--- config.mk ---
export PLATFORM = sky130hd
export DESIGN_NAME = hex_str_serializer
export DESIGN_NICKNAME = d
export VERILOG_FILES = /design/src/rtl/hex_str_serializer.sv
export SDC_FILE = /design/constraint.sdc
export NUM_CORES = 1
export LEC_CHECK = 0
export BUFFER_PORTS_ARGS = -buffer_cell sky130_fd_sc_hd__buf_2
export CORE_MARGIN = 8
export CORE_UTILIZATION = 53
export DETAILED_ROUTE_END_ITERATION = 8
export PLACE_DENSITY = 0.8
export SKIP_CTS_REPAIR_TIMING = 1
export SLEW_MARGIN = 10
export SYNTH_ARGS = -nofsm -noshare
export SYNTH_HDL_FRONTEND = slang
export SYNTH_SLANG_ARGS = --single-unit
--- constraint.sdc ---
create_clock -name clk -period 2.2 [get_ports clk]
set_input_delay 0.11 -clock clk [delete_from_list [all_inputs] [get_ports clk]]
set_output_delay 0.11 -clock clk [all_outputs]
set_load 0.05 [all_outputs]
--- src/rtl/hex_str_serializer.sv ---
// -----------------------------------------------------------------------------
// hex_str_serializer
//   Captures one parallel ASCII hex string from the binary-to-hex stage. It then
//   streams the string one byte per accepted handshake, leftmost character
//   first. When APPEND_CRLF is set, it follows the digits with 8'h0D and 8'h0A.
//   A captured string is held until its final byte has been accepted. A new
//   string is refused (in_ready=0) for the whole transaction.
//
// Parameters
//   N           : binary width of the upstream converter. Must be a multiple
//                 of 4 and >= 4. The string has N/4 characters.
//   APPEND_CRLF : 1 appends CR then LF after the digits. 0 sends digits only.
//
// Ports
//   clk        in   rising-edge clock
//   rst        in   asynchronous, active-high reset
//   in_valid   in   hex_str is valid
//   in_ready   out  block can capture a string (IDLE only)
//   hex_str    in   (N/4)*8 ASCII characters, leftmost in the top byte
//   out_valid  out  out_byte is valid
//   out_ready  in   consumer accepts out_byte
//   out_byte   out  current character (8'h00 when idle)
//   out_last   out  final byte of the transaction
//   busy       out  high from capture until the final byte is accepted
// -----------------------------------------------------------------------------
module hex_str_serializer #(
  parameter int N           = 32,
  parameter bit APPEND_CRLF = 1'b1
) (
  input  logic               clk,
  input  logic               rst,
  input  logic               in_valid,
  output logic               in_ready,
  input  logic [(N/4)*8-1:0] hex_str,
  output logic               out_valid,
  input  logic               out_ready,
  output logic [7:0]         out_byte,
  output logic               out_last,
  output logic               busy
);

  localparam int CHARS = N / 4;
  localparam int W     = CHARS * 8;
  localparam int CW    = (CHARS > 1) ? $clog2(CHARS) : 1;
  localparam logic [CW-1:0] LAST_CNT = CW'(CHARS - 1);

  localparam logic [7:0] CR = 8'h0D;
  localparam logic [7:0] LF = 8'h0A;

  typedef enum logic [1:0] {
    IDLE   = 2'd0,
    DIGITS = 2'd1,
    TERM   = 2'd2
  } state_t;

  state_t         state;
  state_t         state_nxt;
  logic [W-1:0]   shreg;
  logic [CW-1:0]  cnt;
  logic           term_idx;   // 0: presenting CR, 1: presenting LF
  logic           capture;
  logic           accept;
  logic           last_digit;

  assign last_digit = (cnt == LAST_CNT);
  assign capture    = in_valid && in_ready;
  assign accept     = out_valid && out_ready;
  assign busy       = (state != IDLE);

  // NOTE: sequential state uses non-blocking (<=) so every register samples
  // pre-edge values; blocking (=) here would create order-dependent races.
  always_ff @(posedge clk or posedge rst) begin
    if (rst) begin
      state <= IDLE;
    end else begin
      state <= state_nxt;
    end
  end

  // NOTE: every output of this block gets a default before the case statement,
  // so no path leaves a signal unassigned and no latch is inferred.
  always_comb begin
    state_nxt = state;
    in_ready  = 1'b0;
    out_valid = 1'b0;
    out_byte  = 8'h00;
    out_last  = 1'b0;
    unique case (state)
      IDLE: begin
        in_ready = 1'b1;
        if (in_valid) begin
          state_nxt = DIGITS;
        end
      end
      DIGITS: begin
        out_valid = 1'b1;
        out_byte  = shreg[W-1 -: 8];
        out_last  = !APPEND_CRLF && last_digit;
        if (out_ready && last_digit) begin
          state_nxt = APPEND_CRLF ? TERM : IDLE;
        end
      end
      TERM: begin
        out_valid = 1'b1;
        out_byte  = term_idx ? LF : CR;
        out_last  = term_idx;
        if (out_ready && term_idx) begin
          state_nxt = IDLE;
        end
      end
      default: state_nxt = IDLE;
    endcase
  end

  // Datapath. The string register is reset along with the control state, so
  // an aborted transaction leaves no stale characters behind.
  // NOTE: this wide shift register is deliberately reset. Idle out_byte is
  // forced to zero anyway, but a defined post-reset image keeps equivalence
  // and X-propagation checks simple.
  always_ff @(posedge clk or posedge rst) begin
    if (rst) begin
      shreg    <= '0;
      cnt      <= '0;
      term_idx <= 1'b0;
    end else if (capture) begin
      shreg    <= hex_str;
      cnt      <= '0;
      term_idx <= 1'b0;
    end else if (accept && (state == DIGITS)) begin
      shreg <= shreg << 8;
      // Hold at the final index; the state change ends the digit phase.
      if (!last_digit) begin
        cnt <= cnt + 1'b1;
      end
    end else if (accept && (state == TERM)) begin
      term_idx <= ~term_idx;
    end
  end

endmodule

**Word-level counts from Yosys, hierarchy flattened**

Cells that the tools add are included.
W data, S select, Z words.

- Bitwise operators: 1
- Equal/unequal tests: 8
- $add $sub $neg: 1
- Reduce and logical (&&, ||, !) cells: 14
- Muxes and demuxes: 17

Operators by type and width:

| cell | count |
|---|---|
| $mux W64 | 2 |
| $pmux W8 S2 | 1 |
| $mux W3 | 4 |
| $ne A2 B2 Y1 const B | 5 |
| $logic_and A1 B1 Y1 | 6 |
| $mux W1 | 6 |
| $mux W2 | 3 |
| $pmux W2 S3 | 1 |
| $reduce_bool A2 Y1 | 3 |
| $reduce_and A2 Y1 | 2 |
| $add A3 B1 Y3 const B | 1 |
| $eq A3 B3 Y1 const B | 1 |
| $reduce_and A3 Y1 | 1 |
| $eq A2 B1 Y1 const B | 1 |
| $eq A2 B2 Y1 const B | 1 |
| $logic_not A2 Y1 | 1 |
| $reduce_or A2 Y1 | 1 |
| $not A1 Y1 | 1 |

- Register bits: 70
- Word-level logic and storage cells: 45
- Input port bits: 68
- Output and inout port bits: 12

**Logic depth before layout (Yosys ltp)**

Gate-level depths: netlist (run 1).

- Depth after elaboration: 8
- Mapped depth: 8
- Gate-level depth less buffers: 5

**Worst setup path after synthesis (run 1)**

Ideal clock, no wire load.

- Kind: register to output
- Start point: reg state[0]
- End point: out out_byte[0]
- Data required time: 2.090 ns
- Slack: -0.171 ns
- Arrival time: 2.261 ns
- Stages on the path, launching flop included: 4
- Path buffers: 0
- Path through: dfrtp_1 -> inv_1 -> ha_1 -> a21boi_0

- Word-level cells in the longest chain between the ends: 2
- Elaborated cells on any way between the ends: 3
- Classes of those cells: 2 x eq/ne; 1 x mux

RTL lines:

| element | RTL line | text |
|---|---|---|
| start: declaration | 56 | `state_t state;` |
| start signal: assignment | 76 | `state <= state_nxt;` |
| $eq A2 B2 Y1 / $eq A2 B1 Y1 (equally long branches) | 88 | `unique case (state)` |
| $pmux W8 S2 (*) | 88 |  |
| end: declaration | 37 | `output logic [7:0] out_byte,` |

Mark *: on every way between the ends. The rest lies on a longest branch, timed or not.

**Final worst setup path (run 1)**

- Start point: reg state[1]
- End point: out out_byte[0]

The elaborated chain is that of the path after synthesis.

==> impl_summary.md, run 1 <==
Clock tree
The clock tree synthesis step divided the H-tree into 3 levels. The register clock-pin slew on the reported worst setup and hold paths is 70 ps. The number of buffers created by CTS is 9. The root buffer cell chosen for the clock tree is clkbuf_8.

CTS saw 70 sinks. The TritonCTS clock tree is done. The insertion delay to the later sink of the worst-skew pair is roughly 340 ps.

The number of buffers on the longest clock path is 2.

Yosys
The proportion of synthesized chip area in sequential cells is 0.523. For this run, the number of Yosys warnings is 0. The proportion of netlist area held by the largest area contributor is 0.523.

By area the synthesized netlist is led by dfrtp_1 (52%), mux2i_1 (17%), o21ai_0 (7.2%). The number of nets in the synthesized netlist is between 300 and 400. The distinct cell type count after synthesis is 26. The mux cell area share after synthesis is 0.180. Summed over all instances, the cell type with the most area after synthesis is dfrtp_1.

The count of state elements after synthesis is 70. The mean instance size in the synthesized netlist is 10.8 µm². Of the total synthesized cell area, the portion taken by XOR and XNOR cells is 0.00523. Of the total synthesized cell area, the portion taken by AND, OR, NAND and NOR gates is 0.0934. After technology mapping, the gate count stands at between 300 and 400. The synthesized netlist occupies a cell area of 0.00335 mm².

Of the total synthesized cell area, the portion taken by full adders, half adders and majority gates is 0.0262. After synthesis, the largest family of logic cells by area is multiplexers. The fraction of the mapped netlist area in compound gates is 0.117.

Drt
The count of vias placed by the detailed router is ~2400. For this run, design rule violations remaining after detail routing come to 0. The number of routed nets with antenna violations is 0. The detailed router finished its first iteration with between 100 and 150 violations.

After detailed routing, the total wire length is 7070 µm. The number of search-and-repair iterations in the first detailed-routing pass is 4. The via count normalized by instance count is around 5.1.

In the final routed layout, each cell accounts on average for 15.0 µm.

Timing
Based on the critical path, the design can be clocked at up to a little over 500 MHz. The final hold violation count is 1. The minimum setup slack in the final design is between 200 and 300 ps.

The final setup violation count is 0. The final clock period utilization by the worst path is 0.874. The slew of the pin with the lowest slew margin is roughly 730 ps. The worst path needs around 1900 ps of the cycle, external delays included. Setup repair after global routing left no endpoint under its margin. The tightest hold path in the finished design has a slack of -3.47 ps.

The relative slew slack is 0.512. The worst-case clock skew is 10.3 ps. The max-slew violation count is 0.

Power and ir drop
The total power density per cell area is about 1400 mW/mm². The worst-case vdd ir drop is between 1 and 1.5 mV. The post-layout total power is ~5.6 mW.

Summed over all cells, the static leakage comes to ~2 nW.

Placed design
The final HPWL from detailed placement is roughly 5000 µm. The final weighted congestion in routability-driven placement is between 0.7 and 0.8. Timing analysis after detailed placement gives a worst setup slack of about 480 ps.

The cell area after placement is about 0.0038 mm². The count of input and output buffers is about 80.

Die
The initialized floorplan defines 29 standard-cell rows. The initial standard-cell utilization of the core is 0.536. The die area is roughly 0.0091 mm². Measured along the y axis, the die boundary spans ~95 µm. The core area is 0.00624 mm². For this design the top-level I/O count stands at 80. The floorplan step set the die width to 95.5 µm.

GRT
For this run, the total global-route usage over all layers was measured as 0.165. The total global routing overflow is 0. The wire length of the first global-routing pass is approximately 12000 µm. The number of global-route vias before repair is 2425. Entering global routing, the biggest net connects 95 pins.

The number of antenna violations at the first check in global routing is 0.

Setup path
The worst endpoint data arrival time is approximately 1800 ps. STA classifies the critical path endpoint as a primary output. The worst-path maximum fanout is 12. In this run the worst setup path begins at state[1].

Data on the critical path is required at its endpoint by 2090 ps. STA classifies the critical path startpoint as a flip-flop. The source of the worst register-to-register timing path is state[0]. The classification of the worst setup path is reg2out.

Hold path
The tightest min-delay check is of the in2reg type. The startpoint identified for the worst hold timing path is hex_str[5].

Cells and area
Summing all non-filler instances in the final layout gives an area of between 0.004 and 0.005 mm². The area growth from synthesis to final layout is 21.7%. The share of post-route cells with drive strength above 1 is 0.263. The final layout contains around 470 nets. The repair_antennas step left the layout with diodes totalling 0.

Outcome
The run finished, with violations left. The final reports fail on negative hold slack.

Flow run
Across the run, the number of max-cap violations was 0.
==> flip-flops by register name, indices dropped and copies added (netlist names) <==
register and cells:
shreg 64, term_idx 1, state 2, cnt 3
==> layer usage <==
layer / GRT usage / vias up / wire, µm / share of wire
li1: - / 1228 / - / -
met1: 0.213 / 1120 / 3110 / 0.44
met2: 0.239 / 69 / 3200 / 0.45
met3: 0.0567 / 15 / 611 / 0.086
met4: 0.0845 / 0 / 152 / 0.021
met5: 0 / - / 0 / 0
==> path summary, 6_finish.rpt <==
kind	end	cells past startpoint	slack, ps
min in group asynchronous	shreg[11]	3	440
hold / removal	shreg[5]	2	-3
max in group asynchronous	shreg[60]	4	1120
setup / recovery	out_byte[0]	5	280
setup reg to reg	shreg[61]	6	440
hold reg to reg	shreg[62]	2	470
==> stage by stage <==
stage / std cells / util / setup TNS, ps
after floorplan: 311 / - / -342
after global placement: 450 / 0.604 / 0
after detailed placement: 450 / 0.604 / 0
after CTS: 466 / 0.642 / 0
after global routing: 473 / 0.653 / 0
final: 473 / 0.653 / 0
==> cell type report <==
cell class | count | area, µm²
clock buffers | 13 | 169
clock inverters | 3 | 65.1
fillers | 513 | 2170
inverters | 5 | 18.8
multi-input cells | 214 | 1420
flip-flops and latches | 70 | 1750
well taps | 77 | 96.3
repair buffers | 91 | 553
==> power breakdown <==
group | total (mW) | internal [mW] | switching [mW]
logic | 2.28 | 0.905 | 1.37
clock network | 1.20 | 0.730 | 0.468
registers | 2.11 | 1.81 | 0.293
total | 5.58 | 3.45 | 2.13
==> critical path: stages, from the launching register on <==
cell      delay (ps)
dfrtp_1          400
inv_1            120
ha_1             400
nand2_1          100
a21boi_0         160
buf_2            280
==> cell usage after synthesis <==
library cell	instances
buf_2	10
nor2_1	4
and2_1	6
clkbuf_2	3
o21ai_1	8
ha_1	7
mux2_2	2
buf_8	1
dfrtp_1	70
xor2_1	2
buf_12	1
nand4b_1	1
a222oi_1	1
nor2b_1	2
a21boi_0	2
nand2b_1	1
o21ai_0	48
a21oi_1	2
inv_1	5
a22oi_1	1
mux2i_1	58
nand2_1	60
buf_6	5
clkbuf_1	2
a22o_1	8
nand3b_1	1
==> cell usage in the layout, fill, tap and decap left out <==
cell and count:
inv_2 1, dlygate4sd3_1 7, inv_1 4, and2_1 5, nand2_1 60, nand4b_1 1
and2_4 1, clkbuf_8 12, nand2b_1 1, a222oi_1 1, nand3b_1 1, o21ai_1 8
clkinv_2 1, bufinv_16 2, clkbuf_1 1, buf_12 4, a22o_1 8, xor2_1 2
a22oi_2 1, o21ai_0 48, mux2_2 2, a21boi_0 2, nor2_1 4, dfrtp_1 70
ha_1 7, a21oi_1 2, buf_2 79, buf_4 1, nor2b_1 2, mux2i_1 58
==> cell families after synthesis <==
kind of cell             Yosys count
buffers and inverters             27
flip-flops                        70
AO/OA/AOI/OAI                     70
AND/OR/NAND/NOR                   75
multiplexers                      60
adder cells (fa/ha/maj)            7
XOR/XNOR                           2
(Power assumes the default switching activity.)
==> run 2, diff against run 1 <==
CORE_UTILIZATION = 57   (was 53)
PLACE_DENSITY = 0.85   (was 0.8)
clock period = 2.24 ns   (was 2.2 ns; I/O delays follow)
==> run 2 against run 1 <==
Final cell count decreased by 0.42%. Clock power about the same. Hold slack got worse by 8.9 ps. Combinational power decreased by 2%. Critical path depth unchanged. Worst setup slack improved by 18 ps. Die area decreased by 5.9%. The run still ends with negative hold slack left. Critical path type unchanged. Clock skew decreased by 5.1 ps.
==> impl_summary.md, run 2 (synthesized netlist as in run 1, its figures left out) <==
Outcome
The flow ran to the end, but the final reports show violations. The final reports fail on negative hold slack.

Drt
The number of search-and-repair iterations in the first detailed-routing pass is 4. The via count normalized by instance count is roughly 5.3. In this run, the number of DRC markers left after iteration 0 of detailed routing was 121. After detailed routing, the number of remaining DRC violations is 0. The routed length per instance is between 15 and 20 µm. The count of vias placed by the detailed router is approximately 2500. In this run the remaining antenna-violating nets after routing total 0. The final layout contains routed wiring with a total length of between 7000 and 8000 µm.

Placed design
The count of placed standard cells including taps is 450. The final HPWL from detailed placement is between 5000 and 6000 µm. At the end of routability-driven placement, the weighted congestion stood at between 0.7 and 0.8. The count of input and output buffers is between 70 and 80. After detailed placement, the total cell area comes to roughly 0.0038 mm².

Setup path
The source of the worst register-to-register timing path is state[1]. Along the worst path, the maximum fanout reaches 12. The launch point of the critical path is state[1]. The startpoint type of the worst setup path is a flip-flop. Data on the critical path is required at its endpoint by between 2000 and 2500 ps. The setup path with the least slack is of type reg2out.

STA classifies the critical path endpoint as a primary output. STA puts the critical path data arrival time at around 1800 ps.

Timing
For this run, the top clock speed supported by timing is slightly above 500 MHz. Setup repair after global routing left no endpoint under its margin. Measured against its own limit, the worst slew margin works out to 0.670.

The final-layout worst hold slack is -12.4 ps. At the pin with the least slew margin, the transition time is between 400 and 500 ps. Subtracting the final worst setup slack from the clock period gives 1940 ps. The final setup violation count is 0. The max-slew violation count was 0. The final hold violation count was 3. The final clock period utilization by the worst path is 0.868.

Across the routed clock network, the largest skew measured is just over 5 ps.

Cells and area
The repair_antennas step left the layout with diodes totalling 0. The share of post-route cells with drive strength above 1 is 0.268. The register with the most flip-flops in the layout has 64 of them. The finished cells cover between 0.004 and 0.005 mm². The largest registers in the layout are shreg: 64 flops, cnt: 3 flops, state: 2 flops. The library cells used most frequently in the layout, excluding fill and tap cells, are buf_2 (79), dfrtp_1 (70), nand2_1 (60). The filler cell count in the final layout is around 460. The final instance count without filler cells is ~470. Leaving out fill and tap cells, the most frequent cell in the layout is buf_2. shreg holds more flip-flops than any other register. The area growth from synthesis to final layout is 20.7%. In the final design database the tool counted between 400 and 500 nets.

Clock tree
The H-tree generated during clock tree synthesis spans 3 levels. The clock root buffer master is clkbuf_8. Clock-pin slew was measured on the worst setup and hold paths at approximately 70 ps. Clock tree synthesis found a total of 70 sinks. The number of clock buffers added by TritonCTS is 9. The insertion delay to the later sink of the worst-skew pair is roughly 340 ps. The number of buffers on the longest clock path is 2. The TritonCTS clock tree is done.

GRT
The number of antenna violations at the first check in global routing is 0. Across every metal layer, demand over resource in global routing totals 0.180. The wire length of the first global-routing pass is between 10000 and 15000 µm. The number of global-route vias before repair was between 2000 and 3000. The total global routing overflow is 0. The largest net degree at the start of global routing is 75.

Power and ir drop
The standby leakage power is 1.95 nW. The total power density per cell area is 1360 mW/mm². VDD sags by at most slightly below 0.8 mV.

Hold path
The startpoint of the tightest hold check path is hex_str[5]. The path class of the tightest hold or removal check is in2reg.

Die
The floorplan step defined a die boundary enclosing 0.00858 mm². The core region is a little under 0.006 mm². The number of ports placed on the die boundary is 80. In this run the core area contains 28 standard-cell rows. The initial standard-cell utilization of the core is 0.576. The floorplan step set the die width to between 90 and 100 µm.

The vertical die dimension is between 90 and 100 µm.

Flow run
Max-cap violations in this run came to 0.
-- run 2: cell count changes in the layout (fill, tap and decap cells not counted), sizes merged --
cell / previous run / this run
buf: 84 / 86
dlygate4sd3: 7 / 5
-- run 2: path summary, 6_finish.rpt --
check / end / slack (ps) / cells past startpoint
setup reg to reg: shreg[44] / 400 / 6
setup / recovery: out_byte[0] / 300 / 5
hold reg to reg: shreg[36] / 480 / 2
hold / removal: shreg[5] / -10 / 2
max in group asynchronous: shreg[21] / 1190 / 4
min in group asynchronous: shreg[3] / 340 / 3
-- run 2: cell type report --
class / instances / area (µm²) / area share
clock inverters: 3 / 65.1 / 0.0161
inverters: 5 / 18.8 / 0.00464
repair buffers: 91 / 523 / 0.129
well taps: 75 / 93.8 / 0.0232
clock buffers: 13 / 169 / 0.0418
multi-input cells: 214 / 1420 / 0.352
flip-flops and latches: 70 / 1750 / 0.433
-- run 2: where the power goes --
group          switching (mW)  internal, mW
Clock                   0.471         0.717
Sequential              0.299          1.78
Combinational            1.37         0.873
-- run 2: per-layer routing --
metal / track usage / part of all wire
met1: 0.220 / 0.45
met2: 0.284 / 0.47
met3: 0.0550 / 0.066
met4: 0.0886 / 0.018
met5: 0 / 0
-- run 2: worst max-delay path, cell delays in order (launching register included) --
cell and delay (ps):
dfrtp_1 400, inv_1 140, ha_1 400, nand2_1 90, a21boi_0 160, buf_2 290
-- run 2: per-stage QoR --
stage	power (mW)	setup slack, ps	setup TNS [ps]	util
4_1_cts	5.54	279	0	0.687
3_3_place_gp	4.23	554	0	0.646
5_1_grt	5.89	161	0	0.695
3_5_place_dp	4.35	442	0	0.646
6_report	5.51	295	0	0.695
2_1_floorplan	3.89	-133	-266	-
==> run 3, diff against run 2 <==
CORE_MARGIN = 3   (was 8)
SLEW_MARGIN = 25   (was 10)
==> run 3 against run 2 <==
The run still ends with negative hold slack left. Final cell count decreased by 0.85%. Count of clock-buffer cells in the layout decreased by 2. Total power decreased by 0.13%. Core utilization increased by 2.3 points. Final area shrank 0.43%. First-iteration DRC count up 12%. Critical endpoint is now shreg[34]. Largest cell class unchanged.
==> impl_summary.md, run 3 (synthesized netlist as in run 1, its figures left out) <==
Setup path
The worst setup path is captured at a flip-flop. The source of the worst register-to-register timing path is state[1]. The classification of the worst setup path is reg2reg. The minimum setup slack among reg-to-reg paths is about 240 ps. The worst-path maximum fanout is 25.

The worst endpoint data arrival time is about 2200 ps. The most critical setup path has its startpoint at state[1]. The required arrival time at the worst endpoint is around 2400 ps. The startpoint type of the worst setup path is a flip-flop. The number of cells on the worst reg-to-reg path is 6. The destination of the worst register-to-register timing path is shreg[34].

Die
The standard-cell row count is 27. The die covers 0.00683 mm². During I/O placement, the number of pins put on the boundary was 80. The chip width is 82.6 µm.

The core area is 0.00561 mm². The die is ~83 µm tall. For this configuration, the core starts out at a cell density of 0.597.

Timing
Timing would allow up to between 400 and 500 MHz. Setup violations remaining at the end of the flow were counted as 0. The slew of the pin with the lowest slew margin is 688 ps. Setup total negative slack on the finished layout was measured at 0 ps. The worst-case clock skew is just under 9 ps. The max-slew violation count is 0. Headroom to the max-slew limit came out at 0.541. Of the available clock period, the critical path in the final layout requires 0.894.

The final-layout worst hold slack is -2.91 ps. The final hold violation count came to 1. Setup repair after global routing left no endpoint under its margin. The clock period minus final worst setup slack is around 2000 ps.

Clock tree
The number of H-tree branching levels is 3. The clock root buffer master is clkbuf_8. TritonCTS created 9 clock buffers. The register clock-pin slew on the reported worst setup and hold paths is around 70 ps. The TritonCTS clock tree is done. The clock sink count is 70. At the later pin of the worst-skew pair, clock insertion delay measures between 300 and 400 ps. No sink is reached through more buffers than the 2 on the longest clock path.

Drt
The number of search-and-repair iterations in the first detailed-routing pass is 4. The routed length per instance is ~15 µm. For this block, the initial DRC count from the detailed router was roughly 140.

The via count normalized by instance count is ~5.3. For this block, the via count after detailed routing is roughly 2500. For this block, the routed nets add up to 7050 µm of wire. Once detail routing completed, the nets flagged for antenna violations numbered 0. The number of remaining DRC errors is 0.

Cells and area
The net count reported at finish is about 470. The share of post-route cells with drive strength above 1 is 0.273. The final instance count without filler cells is between 400 and 500. The most frequent standard cell in the layout excluding fill and tap cells is buf_2.

The flip-flop count of the largest register, all copies and words added is 64. For this run, the share of the core covered by cells in the final layout is 0.718. Ranked by flip-flop count, first place goes to shreg. The largest registers in the layout are shreg: 64 flops, cnt: 3 flops, state: 2 flops. The library cells used most frequently in the layout, excluding fill and tap cells, are buf_2 (79), dfrtp_1 (70), nand2_1 (60). The filler cell count in the final layout is about 440. The number of diodes is 0. Compared with the post-synthesis result, the final layout area differs by 20.2%.

Placed design
The final HPWL from detailed placement is roughly 5000 µm. At the end of routability-driven placement, the weighted congestion stood at approximately 0.77. The count of input and output buffers is just under 80.

The count of placed standard cells including taps is about 450.

GRT
The first global-routing pass estimated 11500 µm of wire. The number of antenna violations at the first check in global routing is 0. The number of global-route vias before repair is between 2000 and 3000. The total global routing track utilization is 0.228. The largest net degree at the start of global routing is between 100 and 150. The total global routing overflow is 0.

Power and ir drop
Across the VDD grid, the largest voltage drop is 1.56 mV. The standby leakage power is between 1.5 and 2 nW. The total power density per cell area is between 1000 and 1500 mW/mm².

Flow run
The max-cap violation count is 0.

Outcome
The flow ran to the end, but the final reports show violations. The checks that failed: negative hold slack.

Hold path
In this run the most critical hold path is launched from hex_str[3]. The worst hold path was traced through 2 stages. The sink of the worst hold path is shreg[3].

The path class of the tightest hold or removal check is in2reg.
[run 3: changes by cell type in the layout (fill, tap and decap cells not counted), sizes merged]
| cell | change |
|---|---|
| clkbuf | -2 |
| clkinvlp | +1 |
| dlygate4sd3 | -2 |
| clkinv | +1 |
| buf | +1 |
[run 3: area by class of cell]
type | count | area (µm²) | area share
inverters | 5 | 18.8 | 0.00466
clock inverters | 5 | 81.3 | 0.0202
multi-input cells | 214 | 1420 | 0.353
clock buffers | 11 | 151 | 0.0376
well taps | 72 | 90.1 | 0.0224
flip-flops and latches | 70 | 1750 | 0.435
repair buffers | 90 | 510 | 0.127
[run 3: where the power goes]
group          switching, mW  internal, mW  total [mW]
logic                   1.39         0.877        2.27
registers              0.296          1.78        2.08
clock network          0.468         0.688        1.16
total                   2.15          3.35        5.50
[run 3: routing by layer]
layer | global-route usage | vias to the layer above | routed length [µm]
met5 | 0 | - | 0
li1 | - | 1229 | -
met2 | 0.371 | 75 | 3340
met3 | 0.0781 | 10 | 571
met4 | 0.0931 | 0 | 109
met1 | 0.277 | 1177 | 3030
[run 3: critical path: stages (launching register included)]
cell and delay, ps:
dfrtp_1 410, inv_1 140, ha_1 280, and2_4 430, buf_4 260, mux2i_1 220, o21ai_0 110
[run 3: worst max path at each step]
stage	cells after the start	to
finish	6	shreg[34]
global route	5	out_byte[2]
detailed placement	6	shreg[34]
global placement	6	shreg[37]
CTS	5	out_byte[2]
floorplan	3	out_byte[0]
[run 3: stage by stage]
| step | setup WS [ps] | total power, mW | area (µm²) |
|---|---|---|---|
| 6_report | 238 | 5.50 | 4030 |
| 5_1_grt | 73.8 | 5.90 | 4030 |
| 4_1_cts | 215 | 5.54 | 4000 |
| 3_5_place_dp | 251 | 4.36 | 3760 |
| 3_3_place_gp | 410 | 4.23 | 3760 |
| 2_1_floorplan | -133 | 3.89 | 3350 |
